===== config.mk =====
export PLATFORM = sky130hd
export DESIGN_NAME = expr_entry_fsm
export DESIGN_NICKNAME = d
export VERILOG_FILES = /design/src/rtl/calc_pkg.sv /design/src/rtl/bcd_entry_reg.sv /design/src/rtl/expr_entry_fsm.sv
export SDC_FILE = /design/constraint.sdc
export NUM_CORES = 1
export LEC_CHECK = 0
export BUFFER_PORTS_ARGS = -buffer_cell sky130_fd_sc_hd__buf_2
export CAP_MARGIN = 20
export CORE_ASPECT_RATIO = 1.1
export CORE_UTILIZATION = 60
export DETAILED_ROUTE_END_ITERATION = 6
export PLACE_DENSITY = 0.92
export REMOVE_ABC_BUFFERS = 1
export SLEW_MARGIN = 20
export SYNTH_ARGS = -nofsm -noshare
export SYNTH_HDL_FRONTEND = slang
export SYNTH_SLANG_ARGS = --single-unit

===== constraint.sdc =====
create_clock -name clk_manual_verify -period 3.48 [get_ports clk_manual_verify]
set_input_delay 0.696 -clock clk_manual_verify [delete_from_list [all_inputs] [get_ports clk_manual_verify]]
set_output_delay 0.696 -clock clk_manual_verify [all_outputs]
set_load 0.005 [all_outputs]

===== src/rtl/calc_pkg.sv =====
// Shared key codes, entry-state and operator encodings for the keypad
// expression capture path.
package calc_pkg;

   localparam int KEY_ZERO  = 10;
   localparam int KEY_ADD   = 11;
   localparam int KEY_SUB   = 12;
   localparam int KEY_MUL   = 13;
   localparam int KEY_DIV   = 14;
   localparam int KEY_ENTER = 15;
   localparam int KEY_CLEAR = 16;
   localparam int KEY_BKSP  = 17;

   typedef enum logic [2:0] {
      ST_A      = 3'b000,
      ST_OP     = 3'b001,
      ST_B      = 3'b010,
      ST_RESULT = 3'b011,
      ST_ERR    = 3'b100
   } entry_state_t;

   typedef enum logic [1:0] {
      OP_ADD = 2'd0,
      OP_SUB = 2'd1,
      OP_MUL = 2'd2,
      OP_DIV = 2'd3
   } op_t;

endpackage


===== src/rtl/bcd_entry_reg.sv =====
// Right-justified BCD operand shift register with digit count.
// Push-when-full is never requested; the owning FSM rejects that case.
module bcd_entry_reg
   import calc_pkg::*;
#(
   parameter int unsigned DIGITS = 2
) (
   input  logic                             clk,
   input  logic                             reset_n,
   input  logic                             clr,
   input  logic                             load,
   input  logic                             push,
   input  logic                             pop,
   input  logic [3:0]                       din,
   output logic [4*DIGITS-1:0]              value,
   output logic [$clog2(DIGITS+1)-1:0]      count,
   output logic                             full,
   output logic                             empty
);

   localparam int unsigned W     = 4 * DIGITS;
   localparam int unsigned CNT_W = $clog2(DIGITS + 1);

   logic [W-1:0]     value_q, value_d;
   logic [CNT_W-1:0] count_q, count_d;

   always_comb begin
      value_d = value_q;
      count_d = count_q;
      if (clr) begin
         value_d = '0;
         count_d = '0;
      end else if (load) begin
         value_d = W'(din);
         count_d = CNT_W'(1);
      end else if (push) begin
         value_d = (value_q << 4) | W'(din);
         count_d = count_q + CNT_W'(1);
      end else if (pop) begin
         value_d = value_q >> 4;
         count_d = count_q - CNT_W'(1);
      end
   end

   always_ff @(posedge clk or negedge reset_n) begin
      if (!reset_n) begin
         value_q <= '0;
         count_q <= '0;
      end else begin
         value_q <= value_d;
         count_q <= count_d;
      end
   end

   assign value = value_q;
   assign count = count_q;
   assign full  = (count_q == CNT_W'(DIGITS));
   assign empty = (count_q == '0);

endmodule


===== src/rtl/expr_entry_fsm.sv =====
// Keypad expression capture: operand A, operator, operand B, then a
// req/ack handoff to the ALU with divide-by-zero trap.
module expr_entry_fsm
   import calc_pkg::*;
#(
   parameter int unsigned DIGITS = 2,
   parameter int unsigned KEY_W  = 5
) (
   input  logic                          clk_manual_verify,
   input  logic                          reset_n,
   input  logic                          key_valid,
   input  logic [KEY_W-1:0]              key_code,
   input  logic                          calc_ack,
   output logic [4*DIGITS-1:0]           operand_a,
   output logic [4*DIGITS-1:0]           operand_b,
   output logic [1:0]                    op_code,
   output logic [2:0]                    state,
   output logic [$clog2(DIGITS+1)-1:0]   a_cnt,
   output logic [$clog2(DIGITS+1)-1:0]   b_cnt,
   output logic                          calc_req,
   output logic                          key_reject,
   output logic                          div_zero
);

   localparam logic [KEY_W-1:0] K_ZERO  = KEY_W'(KEY_ZERO);
   localparam logic [KEY_W-1:0] K_ADD   = KEY_W'(KEY_ADD);
   localparam logic [KEY_W-1:0] K_SUB   = KEY_W'(KEY_SUB);
   localparam logic [KEY_W-1:0] K_MUL   = KEY_W'(KEY_MUL);
   localparam logic [KEY_W-1:0] K_DIV   = KEY_W'(KEY_DIV);
   localparam logic [KEY_W-1:0] K_ENTER = KEY_W'(KEY_ENTER);
   localparam logic [KEY_W-1:0] K_CLEAR = KEY_W'(KEY_CLEAR);
   localparam logic [KEY_W-1:0] K_BKSP  = KEY_W'(KEY_BKSP);

   entry_state_t state_q, state_d;
   op_t          op_q, op_d;
   logic         req_q, req_d;
   logic         rej_q, rej_d;
   logic         dz_q, dz_d;

   logic         is_digit, is_op, is_enter, is_clear, is_bksp, key_known;
   logic [3:0]   digit_val;
   op_t          key_op;

   logic         a_clr, a_load, a_push, a_pop, a_full, a_empty;
   logic         b_clr, b_load, b_push, b_pop, b_full, b_empty;
   logic [4*DIGITS-1:0]         a_value, b_value;
   logic [$clog2(DIGITS+1)-1:0] a_count, b_count;

   // Key decode
   always_comb begin
      is_digit  = 1'b0;
      is_op     = 1'b0;
      is_enter  = 1'b0;
      is_clear  = 1'b0;
      is_bksp   = 1'b0;
      digit_val = '0;
      key_op    = OP_ADD;
      case (key_code)
         K_ZERO:  is_digit = 1'b1;
         K_ADD:   begin is_op = 1'b1; key_op = OP_ADD; end
         K_SUB:   begin is_op = 1'b1; key_op = OP_SUB; end
         K_MUL:   begin is_op = 1'b1; key_op = OP_MUL; end
         K_DIV:   begin is_op = 1'b1; key_op = OP_DIV; end
         K_ENTER: is_enter = 1'b1;
         K_CLEAR: is_clear = 1'b1;
         K_BKSP:  is_bksp  = 1'b1;
         default: begin
            if (key_code >= KEY_W'(1) && key_code <= KEY_W'(9)) begin
               is_digit  = 1'b1;
               digit_val = key_code[3:0];
            end
         end
      endcase
      key_known = is_digit | is_op | is_enter | is_bksp;
   end

   always_comb begin
      state_d = state_q;
      op_d    = op_q;
      req_d   = req_q;
      rej_d   = 1'b0;
      dz_d    = dz_q;
      a_clr   = 1'b0;
      a_load  = 1'b0;
      a_push  = 1'b0;
      a_pop   = 1'b0;
      b_clr   = 1'b0;
      b_load  = 1'b0;
      b_push  = 1'b0;
      b_pop   = 1'b0;

      if (key_valid && is_clear) begin
         state_d = ST_A;
         op_d    = OP_ADD;
         req_d   = 1'b0;
         dz_d    = 1'b0;
         a_clr   = 1'b1;
         b_clr   = 1'b1;
      end else begin
         // Ack is applied before the key so RESULT sees the post-ack view
         if (calc_ack && req_q) req_d = 1'b0;

         if (key_valid) begin
            unique case (state_q)
               ST_A: begin
                  if (is_digit) begin
                     if (a_full) rej_d = 1'b1;
                     else        a_push = 1'b1;
                  end else if (is_op) begin
                     if (a_empty) rej_d = 1'b1;
                     else begin
                        op_d    = key_op;
                        state_d = ST_OP;
                     end
                  end else if (is_bksp) begin
                     if (a_empty) rej_d = 1'b1;
                     else         a_pop = 1'b1;
                  end else if (is_enter) begin
                     rej_d = 1'b1;
                  end
               end
               ST_OP: begin
                  if (is_op) begin
                     op_d = key_op;
                  end else if (is_digit) begin
                     b_load  = 1'b1;
                     state_d = ST_B;
                  end else if (is_bksp) begin
                     op_d    = OP_ADD;
                     state_d = ST_A;
                  end else if (is_enter) begin
                     rej_d = 1'b1;
                  end
               end
               ST_B: begin
                  if (is_digit) begin
                     if (b_full) rej_d = 1'b1;
                     else        b_push = 1'b1;
                  end else if (is_bksp) begin
                     if (b_empty) rej_d = 1'b1;
                     else begin
                        b_pop = 1'b1;
                        if (b_count == $bits(b_count)'(1)) state_d = ST_OP;
                     end
                  end else if (is_op) begin
                     rej_d = 1'b1;
                  end else if (is_enter) begin
                     if (op_q == OP_DIV && b_value == '0) begin
                        state_d = ST_ERR;
                        dz_d    = 1'b1;
                     end else begin
                        state_d = ST_RESULT;
                        req_d   = 1'b1;
                     end
                  end
               end
               ST_RESULT: begin
                  if (req_q && !calc_ack) begin
                     rej_d = key_known;
                  end else if (is_digit) begin
                     a_load  = 1'b1;
                     b_clr   = 1'b1;
                     op_d    = OP_ADD;
                     state_d = ST_A;
                  end else begin
                     rej_d = key_known;
                  end
               end
               ST_ERR: rej_d = key_known;
               default: state_d = ST_A;
            endcase
         end
      end
   end

   always_ff @(posedge clk_manual_verify or negedge reset_n) begin
      if (!reset_n) begin
         state_q <= ST_A;
         op_q    <= OP_ADD;
         req_q   <= 1'b0;
         rej_q   <= 1'b0;
         dz_q    <= 1'b0;
      end else begin
         state_q <= state_d;
         op_q    <= op_d;
         req_q   <= req_d;
         rej_q   <= rej_d;
         dz_q    <= dz_d;
      end
   end

   bcd_entry_reg #(.DIGITS(DIGITS)) u_reg_a (
      .clk     (clk_manual_verify),
      .reset_n (reset_n),
      .clr     (a_clr),
      .load    (a_load),
      .push    (a_push),
      .pop     (a_pop),
      .din     (digit_val),
      .value   (a_value),
      .count   (a_count),
      .full    (a_full),
      .empty   (a_empty)
   );

   bcd_entry_reg #(.DIGITS(DIGITS)) u_reg_b (
      .clk     (clk_manual_verify),
      .reset_n (reset_n),
      .clr     (b_clr),
      .load    (b_load),
      .push    (b_push),
      .pop     (b_pop),
      .din     (digit_val),
      .value   (b_value),
      .count   (b_count),
      .full    (b_full),
      .empty   (b_empty)
   );

   assign operand_a  = a_value;
   assign operand_b  = b_value;
   assign a_cnt      = a_count;
   assign b_cnt      = b_count;
   assign op_code    = op_q;
   assign state      = state_q;
   assign calc_req   = req_q;
   assign key_reject = rej_q;
   assign div_zero   = dz_q;

endmodule


==> results.cfg <==
[yosys]
synthArstFlopShare = 1.00
ys_seq_area_frac = 0.344
synth.top_cells.by_count = 28 x dfrtp_1, 14 x nand3_1, 11 x nand2_1, 11 x nor2_1, 10 x a21oi_1
synth.ff_latch_count = 28
synthFlopType = dfrtp_1
syn_inst = 217
synth_cell_types = 61
synth.area.top_cells = dfrtp_1 34%, a22o_1 3.9%, nand3_1 3.4%
synth-edff-count = 0
synth_top_cell_by_area = dfrtp_1
yosysMostFrequentCell = dfrtp_1
syn_area_um2 = 2030
synth_top_area_frac = 0.344
ys.warnings.count = 0
postSynthAreaPerCell_um2 = 9.38

[route]
routed_wl_um = 5080
drt-pass1-iter-count = 7
ant_nets = 0
vias = 1951
vias_per_cell = 6.99
drt_iter0_markers = 187
avgRoutedWirePerCell_um = 18.2
remaining_drc_errors = 2

[clock_network]
clk_path_buf_depth = 2
clkSinkCount = 28
insertion_delay_ns = 0.33
cts_tree = yes
clk_pin_slew_ns = 0.14
cts_root_buffer = clkbuf_4
cts_max_level = 1
postCtsSetupBuffers = 0
cts_resized = 0
cts_buffers = 3
cts_hold_buf = 0

[worst_setup_path]
cp_slowest_cell = a2111oi_4
worstPathArrival_ns = 2.55
slowest_delay_ns = 0.59
cp_max_fo = 19
cp.required_ns = 3.71
r2r-start = state[1]$_DFFE_PN0P_
reg2regPathDepth = 5
end_kind = flip-flop
worstSetupPathType = input port to flip-flop
path_cells = buf_2 > a21o_4 > a2111oi_4 > and3_1 > nor3_4 > a22o_1
r2r_end = u_reg_b.value[2]$_DFFE_PN0P_
rrSetupSlack_ns = 1.39
crit_path_start_kind = input port

[timing]
fin_crit_sh = 0.666
fin_crit_ns = 2.32
fmax_mhz = 432
final-setup-viol-count = 0
hold_viol = 0
whs_ns = 0.363
finalMaxSlewViolations = 0
finalClockSkew_ns = 0.00778
tightestPinTransition_ns = 0.628
maxSlewHeadroom = 0.582
finalSetupTns_ns = 0
rsz0062_at_grt = no

[pwr]
pwr_density_cell_nw_per_um2 = 642
finalPower_mw = 1.44
p_leak_nw = 0.974
ir_worst_vdd_mv = 0.406

[layout]
drive_above_1_share = 0.224
diodes = 0
final_nets = 258
area_growth_pct = 10.3
fill_cells = 246
register_area_um2 = 701
multiInputGateArea_um2 = 1250

[floorplan]
die_w_um = 57.5
core_area_um2 = 3130
std_cell_rows = 21
start_util = 0.651
die_area_um2 = 3630
die_h_um = 63.1
ios = 37

[grt]
grt_use_total = 0.291
antenna_found_initial = 0
overflow = 0
first_global_vias = 1767
grt_max_degree = 29
grt_pass1_wl_um = 8360

[worst_hold_path]
hold_class = input port to asynchronous set/reset pin

[place]
port_buffers = 36
gp_congestion = 0.999
place_hpwl_um = 3720

[run]
maxCapViolCount = 0

[outcome]
violations = design-rule violations
outcome = finished, violations left
==> power breakdown <==
group	internal, mW	leakage (nW)	switching, mW
clock	0.0641	0.0210	0.0948
combinational	0.327	0.588	0.369
sequential	0.430	0.365	0.155
==> sequential cells by signal, indices dropped and copies added, names as in the netlist <==
signal         flops
u_reg_b.count      2
u_reg_a.count      2
u_reg_a.value      8
op_code            2
state              3
key_reject         1
u_reg_b.value      8
calc_req           1
div_zero           1
==> worst max-delay path by stage <==
stage | from | to | slack (ns) | cells past startpoint
finish | key_code[0] | u_reg_b.count[1]$_DFFE_PN0P_ | 1.16 | 6
global placement | key_code[0] | u_reg_b.count[1]$_DFFE_PN0P_ | 0.83 | 6
detailed placement | key_code[0] | u_reg_b.count[1]$_DFFE_PN0P_ | 0.83 | 6
global route | key_code[0] | u_reg_b.value[3]$_DFFE_PN0P_ | 1.05 | 6
CTS | key_code[0] | u_reg_b.count[1]$_DFFE_PN0P_ | 1.17 | 6
floorplan | key_code[1] | u_reg_b.count[1]$_DFFE_PN0P_ | 1.28 | 5
==> area by class of cell <==
type	count	share of cell area
repair buffers	37	0.0837
multi-input cells	168	0.555
flip-flops and latches	28	0.312
clock buffers	4	0.0162
inverters	8	0.0134
well taps	34	0.0190
==> cell families after synthesis <==
group | share of synthesized area
adder cells (fa/ha/maj) | 0.0185
flip-flops | 0.344
AND/OR/NAND/NOR | 0.235
XOR/XNOR | 0.0172
multiplexers | 0.0295
buffers and inverters | 0.0431
AO/OA/AOI/OAI | 0.312
==> layout by cell type (no fill, tap or decap), types with 5 or more instances in the layout <==
cell      count
a21boi_0      5
a21oi_1      10
o221ai_1      5
a211oi_1      7
o21ai_0       7
mux2i_1       6
dfrtp_1      28
buf_2        36
inv_1         8
a31oi_1       5
a22o_1        9
nor2_1       11
nand2_1      11
nand3_1      14
==> routing by layer <==
metal	wire, um	global-route usage	vias up	share of wire
met2	2410	0.478	118	0.47
met1	2070	0.398	914	0.41
li1	-	-	901	-
met4	145	0.104	0	0.029
met5	0	0	-	0
met3	453	0.0287	18	0.089
==> critical path: cells and delay by family <==
family	cells	cell delay (ns)
buf+inv	1	0.23
simple gates	2	0.52
compound gates	3	1.10
==> stage by stage <==
stage	cells	setup WS (ns)	util	area, um2
2_1_floorplan	204	1.28	-	1980
3_3_place_gp	275	0.832	0.706	2210
3_5_place_dp	275	0.831	0.706	2210
4_1_cts	279	1.17	0.717	2240
5_1_grt	279	1.05	0.717	2240
6_report	279	1.16	0.717	2240
Power figures use the tool's default switching activity.
